==> src/rtl/usb_cmd_parser.sv <==
// usb_cmd_parser: hunts for framed commands in the USB slave-FIFO word stream,
// buffers the payload, verifies the additive checksum, and commits good frames
// to the register bus as a burst of single-cycle writes.
//
// Word handshake: cmd_flag is a one-cycle valid for cmd_data. One word is
// accepted on every rising CLCOK edge where cmd_flag=1. There is no ready or
// backpressure, so a word that arrives while a commit is in progress is dropped
// and flagged as an overrun.
module usb_cmd_parser #(
    parameter int          MAX_LEN  = 16,
    parameter int          TIMEOUT  = 1024,
    parameter logic [15:0] HDR_WORD = 16'h55AA
) (
    input  logic        CLCOK,
    input  logic        rst_n,
    input  logic        cmd_flag,
    input  logic [15:0] cmd_data,
    output logic        reg_wr_en,
    output logic [7:0]  reg_addr,
    output logic [15:0] reg_wr_data,
    output logic        frame_ok,
    output logic        frame_err,
    output logic [2:0]  err_code,
    output logic        busy
);

    localparam int IW = (MAX_LEN > 1) ? $clog2(MAX_LEN) : 1;
    localparam int TW = $clog2(TIMEOUT + 1);

    typedef enum logic [2:0] {
        S_IDLE   = 3'd0,
        S_OPC    = 3'd1,
        S_LEN    = 3'd2,
        S_DATA   = 3'd3,
        S_CSUM   = 3'd4,
        S_COMMIT = 3'd5
    } state_t;

    // Current FSM state; kept as a plainly named signal so checkers can bind to it.
    state_t      state, state_nxt;
    logic        op_inc, op_inc_nxt;     // 1: incrementing address, 0: fixed address
    logic [7:0]  base_addr, base_nxt;
    logic [7:0]  len, len_nxt;
    logic [7:0]  idx, idx_nxt;           // payload index in DATA, write index in COMMIT
    logic [15:0] sum, sum_nxt;
    logic [TW-1:0] tcnt, tcnt_nxt;

    logic        wr_en_nxt;
    logic [7:0]  addr_nxt;
    logic [15:0] data_nxt;
    logic        ok_nxt;
    logic        err_nxt;
    logic [2:0]  code_nxt;
    logic        buf_we;
    logic [7:0]  idx_p1;

    logic [15:0] buffer [MAX_LEN];

    assign idx_p1 = idx + 8'd1;

    // Next-state, datapath and registered-output values.
    always_comb begin
        state_nxt  = state;
        op_inc_nxt = op_inc;
        base_nxt   = base_addr;
        len_nxt    = len;
        idx_nxt    = idx;
        sum_nxt    = sum;
        tcnt_nxt   = '0;
        wr_en_nxt  = 1'b0;
        addr_nxt   = reg_addr;
        data_nxt   = reg_wr_data;
        ok_nxt     = 1'b0;
        err_nxt    = 1'b0;
        code_nxt   = err_code;
        buf_we     = 1'b0;

        case (state)
            S_IDLE: begin
                if (cmd_flag && (cmd_data == HDR_WORD)) begin
                    state_nxt = S_OPC;
                end
            end

            S_OPC, S_LEN, S_DATA, S_CSUM: begin
                if (!cmd_flag) begin
                    // A word arriving on the deadline cycle wins over the timeout.
                    if (tcnt == TW'(TIMEOUT - 1)) begin
                        err_nxt   = 1'b1;
                        code_nxt  = 3'd4;
                        state_nxt = S_IDLE;
                    end else begin
                        tcnt_nxt = tcnt + TW'(1);
                    end
                end else begin
                    case (state)
                        S_OPC: begin
                            if ((cmd_data[15:8] == 8'h01) || (cmd_data[15:8] == 8'h02)) begin
                                op_inc_nxt = (cmd_data[15:8] == 8'h01);
                                base_nxt   = cmd_data[7:0];
                                sum_nxt    = cmd_data;
                                state_nxt  = S_LEN;
                            end else begin
                                err_nxt   = 1'b1;
                                code_nxt  = 3'd1;
                                state_nxt = S_IDLE;
                            end
                        end
                        S_LEN: begin
                            if ((cmd_data[15:8] != 8'h00) || (cmd_data[7:0] == 8'h00) ||
                                (cmd_data[7:0] > 8'(MAX_LEN))) begin
                                err_nxt   = 1'b1;
                                code_nxt  = 3'd2;
                                state_nxt = S_IDLE;
                            end else begin
                                len_nxt   = cmd_data[7:0];
                                sum_nxt   = sum + cmd_data;
                                idx_nxt   = 8'd0;
                                state_nxt = S_DATA;
                            end
                        end
                        S_DATA: begin
                            buf_we  = 1'b1;
                            sum_nxt = sum + cmd_data;
                            if (idx == (len - 8'd1)) begin
                                state_nxt = S_CSUM;
                            end else begin
                                idx_nxt = idx_p1;
                            end
                        end
                        default: begin
                            // S_CSUM: first write is presented in the cycle after the match.
                            if (cmd_data == sum) begin
                                state_nxt = S_COMMIT;
                                idx_nxt   = 8'd0;
                                wr_en_nxt = 1'b1;
                                addr_nxt  = base_addr;
                                data_nxt  = buffer[0];
                                ok_nxt    = (len == 8'd1);
                            end else begin
                                err_nxt   = 1'b1;
                                code_nxt  = 3'd3;
                                state_nxt = S_IDLE;
                            end
                        end
                    endcase
                end
            end

            S_COMMIT: begin
                // Overrun: the word is dropped but the burst keeps going.
                if (cmd_flag) begin
                    err_nxt  = 1'b1;
                    code_nxt = 3'd5;
                end
                if (idx == (len - 8'd1)) begin
                    state_nxt = S_IDLE;
                end else begin
                    idx_nxt   = idx_p1;
                    wr_en_nxt = 1'b1;
                    addr_nxt  = op_inc ? (base_addr + idx_p1) : base_addr;
                    data_nxt  = buffer[idx_p1[IW-1:0]];
                    ok_nxt    = (idx_p1 == (len - 8'd1));
                end
            end

            default: begin
                state_nxt = S_IDLE;
            end
        endcase
    end

    // State, context and output registers with synchronous active-low reset.
    always_ff @(posedge CLCOK) begin
        if (!rst_n) begin
            state       <= S_IDLE;
            op_inc      <= 1'b0;
            base_addr   <= 8'd0;
            len         <= 8'd0;
            idx         <= 8'd0;
            sum         <= 16'd0;
            tcnt        <= '0;
            reg_wr_en   <= 1'b0;
            reg_addr    <= 8'd0;
            reg_wr_data <= 16'd0;
            frame_ok    <= 1'b0;
            frame_err   <= 1'b0;
            err_code    <= 3'd0;
            busy        <= 1'b0;
        end else begin
            state       <= state_nxt;
            op_inc      <= op_inc_nxt;
            base_addr   <= base_nxt;
            len         <= len_nxt;
            idx         <= idx_nxt;
            sum         <= sum_nxt;
            tcnt        <= tcnt_nxt;
            reg_wr_en   <= wr_en_nxt;
            reg_addr    <= addr_nxt;
            reg_wr_data <= data_nxt;
            frame_ok    <= ok_nxt;
            frame_err   <= err_nxt;
            err_code    <= code_nxt;
            busy        <= (state_nxt != S_IDLE);
        end
    end

    // Payload buffer; contents are don't-care after reset.
    always_ff @(posedge CLCOK) begin
        if (buf_we) begin
            buffer[idx[IW-1:0]] <= cmd_data;
        end
    end

endmodule
==> config.mk <==
export PLATFORM = sky130hd
export DESIGN_NAME = usb_cmd_parser
export DESIGN_NICKNAME = d
export VERILOG_FILES = /design/src/rtl/usb_cmd_parser.sv
export SDC_FILE = /design/constraint.sdc
export NUM_CORES = 1
export LEC_CHECK = 0
export CAP_MARGIN = 20
export CORE_ASPECT_RATIO = 2
export CORE_MARGIN = 2
export CORE_UTILIZATION = 57
export CTS_BUF_LIST = sky130_fd_sc_hd__clkbuf_4 sky130_fd_sc_hd__clkbuf_8
export DETAILED_ROUTE_END_ITERATION = 10
export PLACE_DENSITY = 0.78
export SLEW_MARGIN = 30
export SYNTH_ARGS = -nofsm -noshare
export SYNTH_HDL_FRONTEND = slang
export SYNTH_SLANG_ARGS = --single-unit
==> constraint.sdc <==
create_clock -name CLCOK -period 2.98 [get_ports CLCOK]
set_input_delay 0.596 -clock CLCOK [delete_from_list [all_inputs] [get_ports CLCOK]]
set_output_delay 0.596 -clock CLCOK [all_outputs]
set_load 0.01 [all_outputs]
==> results.sh <==
export IMPL_rsz0062_at_grt="false"
export IMPL_wirelength_mm=38.6
export IMPL_via_per_inst=6.20
export IMPL_ys_flop_type="edfxtp_1"
export IMPL_routabilityCongestion=0.922
export IMPL_yosys_warnings=0
export IMPL_antenna_found_initial=1
export IMPL_outcome="finished clean"
export IMPL_wl_per_cell_um=23.9
export IMPL_rows=84
export IMPL_drc=0
export IMPL_final_core_util=0.692
export IMPL_ys_seq_area_frac=0.615
export IMPL_core_area_mm2=0.0264
export IMPL_peakVddDrop_mv=0.637
export IMPL_grt_ovfl_total=0
export IMPL_synthArstFlopShare=0
export IMPL_power_frac_clock=0.417
export IMPL_maxSlewViolCount=0
export IMPL_clock_sinks=342
export IMPL_final_hold_violation_count=0
export IMPL_grt_max_degree=65
export IMPL_netSwitchingPower_uw=1880
export IMPL_track_usage=0.282
export IMPL_arrival_ps=3400
export IMPL_swShare=0.204
export IMPL_clk_latency_ps=590
export IMPL_die_w_um=120
export IMPL_synth_cell_types=79
export IMPL_clk_pin_slew_worst_paths_ps=70
export IMPL_layout_drive_gt1_share=0.248
export IMPL_die_h_um=236
export IMPL_power_internal_uw=7320
export IMPL_crit_type="in2reg"
export IMPL_cts_hold_fix_buffers=0
export IMPL_ant_nets=0
export IMPL_dr_pass1_iters=5
export IMPL_seq_power_share=0.555
export IMPL_synth_cells=1064
export IMPL_post_place_ws_ps=-490
export IMPL_root_buffer="clkbuf_8"
export IMPL_fin_crit_ps=2940
export IMPL_syn_area_mm2=0.0153
export IMPL_crit_family="buffers and inverters"
export IMPL_clk_path_buf_depth=3
export IMPL_synth_area_leader_cell="edfxtp_1"
export IMPL_syn_area_per_cell_um2=14.4
export IMPL_finalSetupViolations=0
export IMPL_cp_max_fo=11
export IMPL_cp_start_kind="input port"
export IMPL_ys_ff_latch=342
export IMPL_io_buffers=49
export IMPL_htree_levels=2
export IMPL_layoutNonFillerInstCount=1615
export IMPL_placedInstanceArea_mm2=0.0172
export IMPL_grt_pass1_wl_mm=59.3
export IMPL_grt_pass1_vias=10608
export IMPL_area_delta_synth_final_pct=19.4
export IMPL_syn_nets=1114
export IMPL_maxSlewHeadroom=0.620
export IMPL_min_path_type="reg2reg"
export IMPL_drtIter0Drc=806
export IMPL_timing_final_crit_share=0.988
export IMPL_timing_final_ws_setup_ps=35.1
export IMPL_critPathRequiredTime_ps=3440
export IMPL_fin_area_mm2=0.0183
export IMPL_io_pins=50
export IMPL_leakagePower_uw=0.00655
export IMPL_final_nets=1284
export IMPL_pwr_share_comb=0.027
export IMPL_cp_cell_sequence="clkdlybuf4s50_1 -> buf_4 -> buf_4 -> nor4_1 -> buf_4 -> xnor2_1 -> a21oi_2 -> or4b_1 -> buf_4 -> a31oi_1 -> o41ai_2"
export IMPL_start_util=0.580
export IMPL_crit_buf_inv=5
export IMPL_cp_common_cell="buf_4"
export IMPL_dp_cells=1531
export IMPL_ys_top_cells_by_area="edfxtp_1, dfxtp_1, mux4_2"
export IMPL_crit_path_max_incr_delay_ps=530
export IMPL_clock_fmax_ghz=0.340
export IMPL_numCtsBuffers=45
export IMPL_end_kind="flop"
export IMPL_synth_top_area_frac=0.503
export IMPL_clock_skew_ps=19.6
export IMPL_cts_tree="done"
export IMPL_dieArea_mm2=0.0282
export IMPL_worst_path_max_delay_cell="or4b_1"
export IMPL_p_per_area_mw_per_mm2=503
export IMPL_place_hpwl_mm=26.5
export IMPL_tightest_slew_ps=566
export IMPL_synth_edff_count=256
export IMPL_vias=10013
export IMPL_tns_ps=0
export IMPL_cap_violations=0
## stage by stage
stage / hold slack (ps) / power [µW]
4_1_cts: 449 / 9230
5_1_grt: 474 / 9410
3_5_place_dp: 439 / 5450
3_3_place_gp: 427 / 5450
2_1_floorplan: 416 / 5280
6_report: 451 / 9190
## what timing repair did
action                     4_1_cts  5_1_grt
setup endpoints to repair        0       15
gates resized for setup          0        9
buffers inserted                 0        0
## cell usage in the layout (no fill, tap or decap), types with 4 or more instances in the layout
master,instances
a211oi_1,22
a211oi_2,11
a21o_1,6
a21oi_1,27
a311oi_1,5
a31oi_1,8
a41oi_1,4
and3_1,9
buf_12,20
buf_4,110
bufinv_16,4
clkbuf_4,15
clkbuf_8,51
clkdlybuf4s50_1,49
clkinv_1,5
clkinv_2,4
dfxtp_1,85
edfxtp_1,256
ha_1,27
inv_1,36
mux2i_1,54
mux4_2,64
nand2_1,77
nand2b_1,7
nand3_1,21
nand4_1,9
nor2_1,71
nor3_1,15
nor3_2,6
nor4_1,6
o211ai_1,10
o21a_1,6
o21ai_0,20
o221ai_1,16
or3_1,4
xnor2_1,35
xor2_1,22
## flip-flops by register name, summed over array words and instances (netlist names), 3 cells and up
signal,count
sum,16
tcnt,11
state,3
buffer,256
len,8
base_addr,8
reg_wr_data,16
err_code,3
idx,8
reg_addr,8
## power by group through the flow
stage                     combinational [µW]  sequential (µW)  clock (µW)
after floorplan                         63.4             5210           0
after global placement                   237             5210           0
after detailed placement                 242             5210           0
after CTS                                244             5110        3880
after global routing                     263             5100        4050
final                                    251             5110        3840
## routing by layer
layer | routed length [µm] | vias up | track usage
met4 | 2920 | 0 | 0.191
met5 | 0 | - | 0
met2 | 20700 | 483 | 0.508
met3 | 2570 | 157 | 0.0446
li1 | - | 4465 | -
met1 | 12500 | 4908 | 0.296
## Yosys cell counts, drive strengths merged, types with 16 or more instances
cell type,count
edfxtp,256
dfxtp,86
nand2,78
nor2,72
mux4,64
mux2i,54
inv,37
xnor2,37
clkbuf,36
a211oi,33
a21oi,29
ha,29
o21ai,23
xor2,22
nand3,21
nor3,21
buf,20
o221ai,16
## cell families after synthesis
logic type,after synthesis,share of synthesized area
AO/OA/AOI/OAI,163,0.0812
XOR/XNOR,60,0.0358
flip-flops,342,0.615
multiplexers,121,0.132
adder cells (fa/ha/maj),31,0.0263
buffers and inverters,93,0.0267
AND/OR/NAND/NOR,254,0.0829
## tightest hold or removal path: stages (launching register included)
cell,delay (ps)
dfxtp_1,300
inv_1,60
a311oi_1,40
## cell type report
class	count	area (µm²)
diodes	1	2.50
clock buffers	66	815
clock inverters	17	194
fillers	1736	8120
inverters	37	139
multi-input cells	629	5550
flip-flops and latches	342	9410
well taps	344	430
repair buffers	179	1720
## path summary, 6_finish.rpt
check	depth (start not counted)	end	start	slack, ps
worst max-delay path	11	sum[8]	cmd_data[1]	40
worst min-delay path	2	tcnt[10]	tcnt[10]	450
worst max register to register	9	busy	len[1]	230
worst min register to register	2	tcnt[10]	tcnt[10]	450
(Power assumes the default switching activity.)
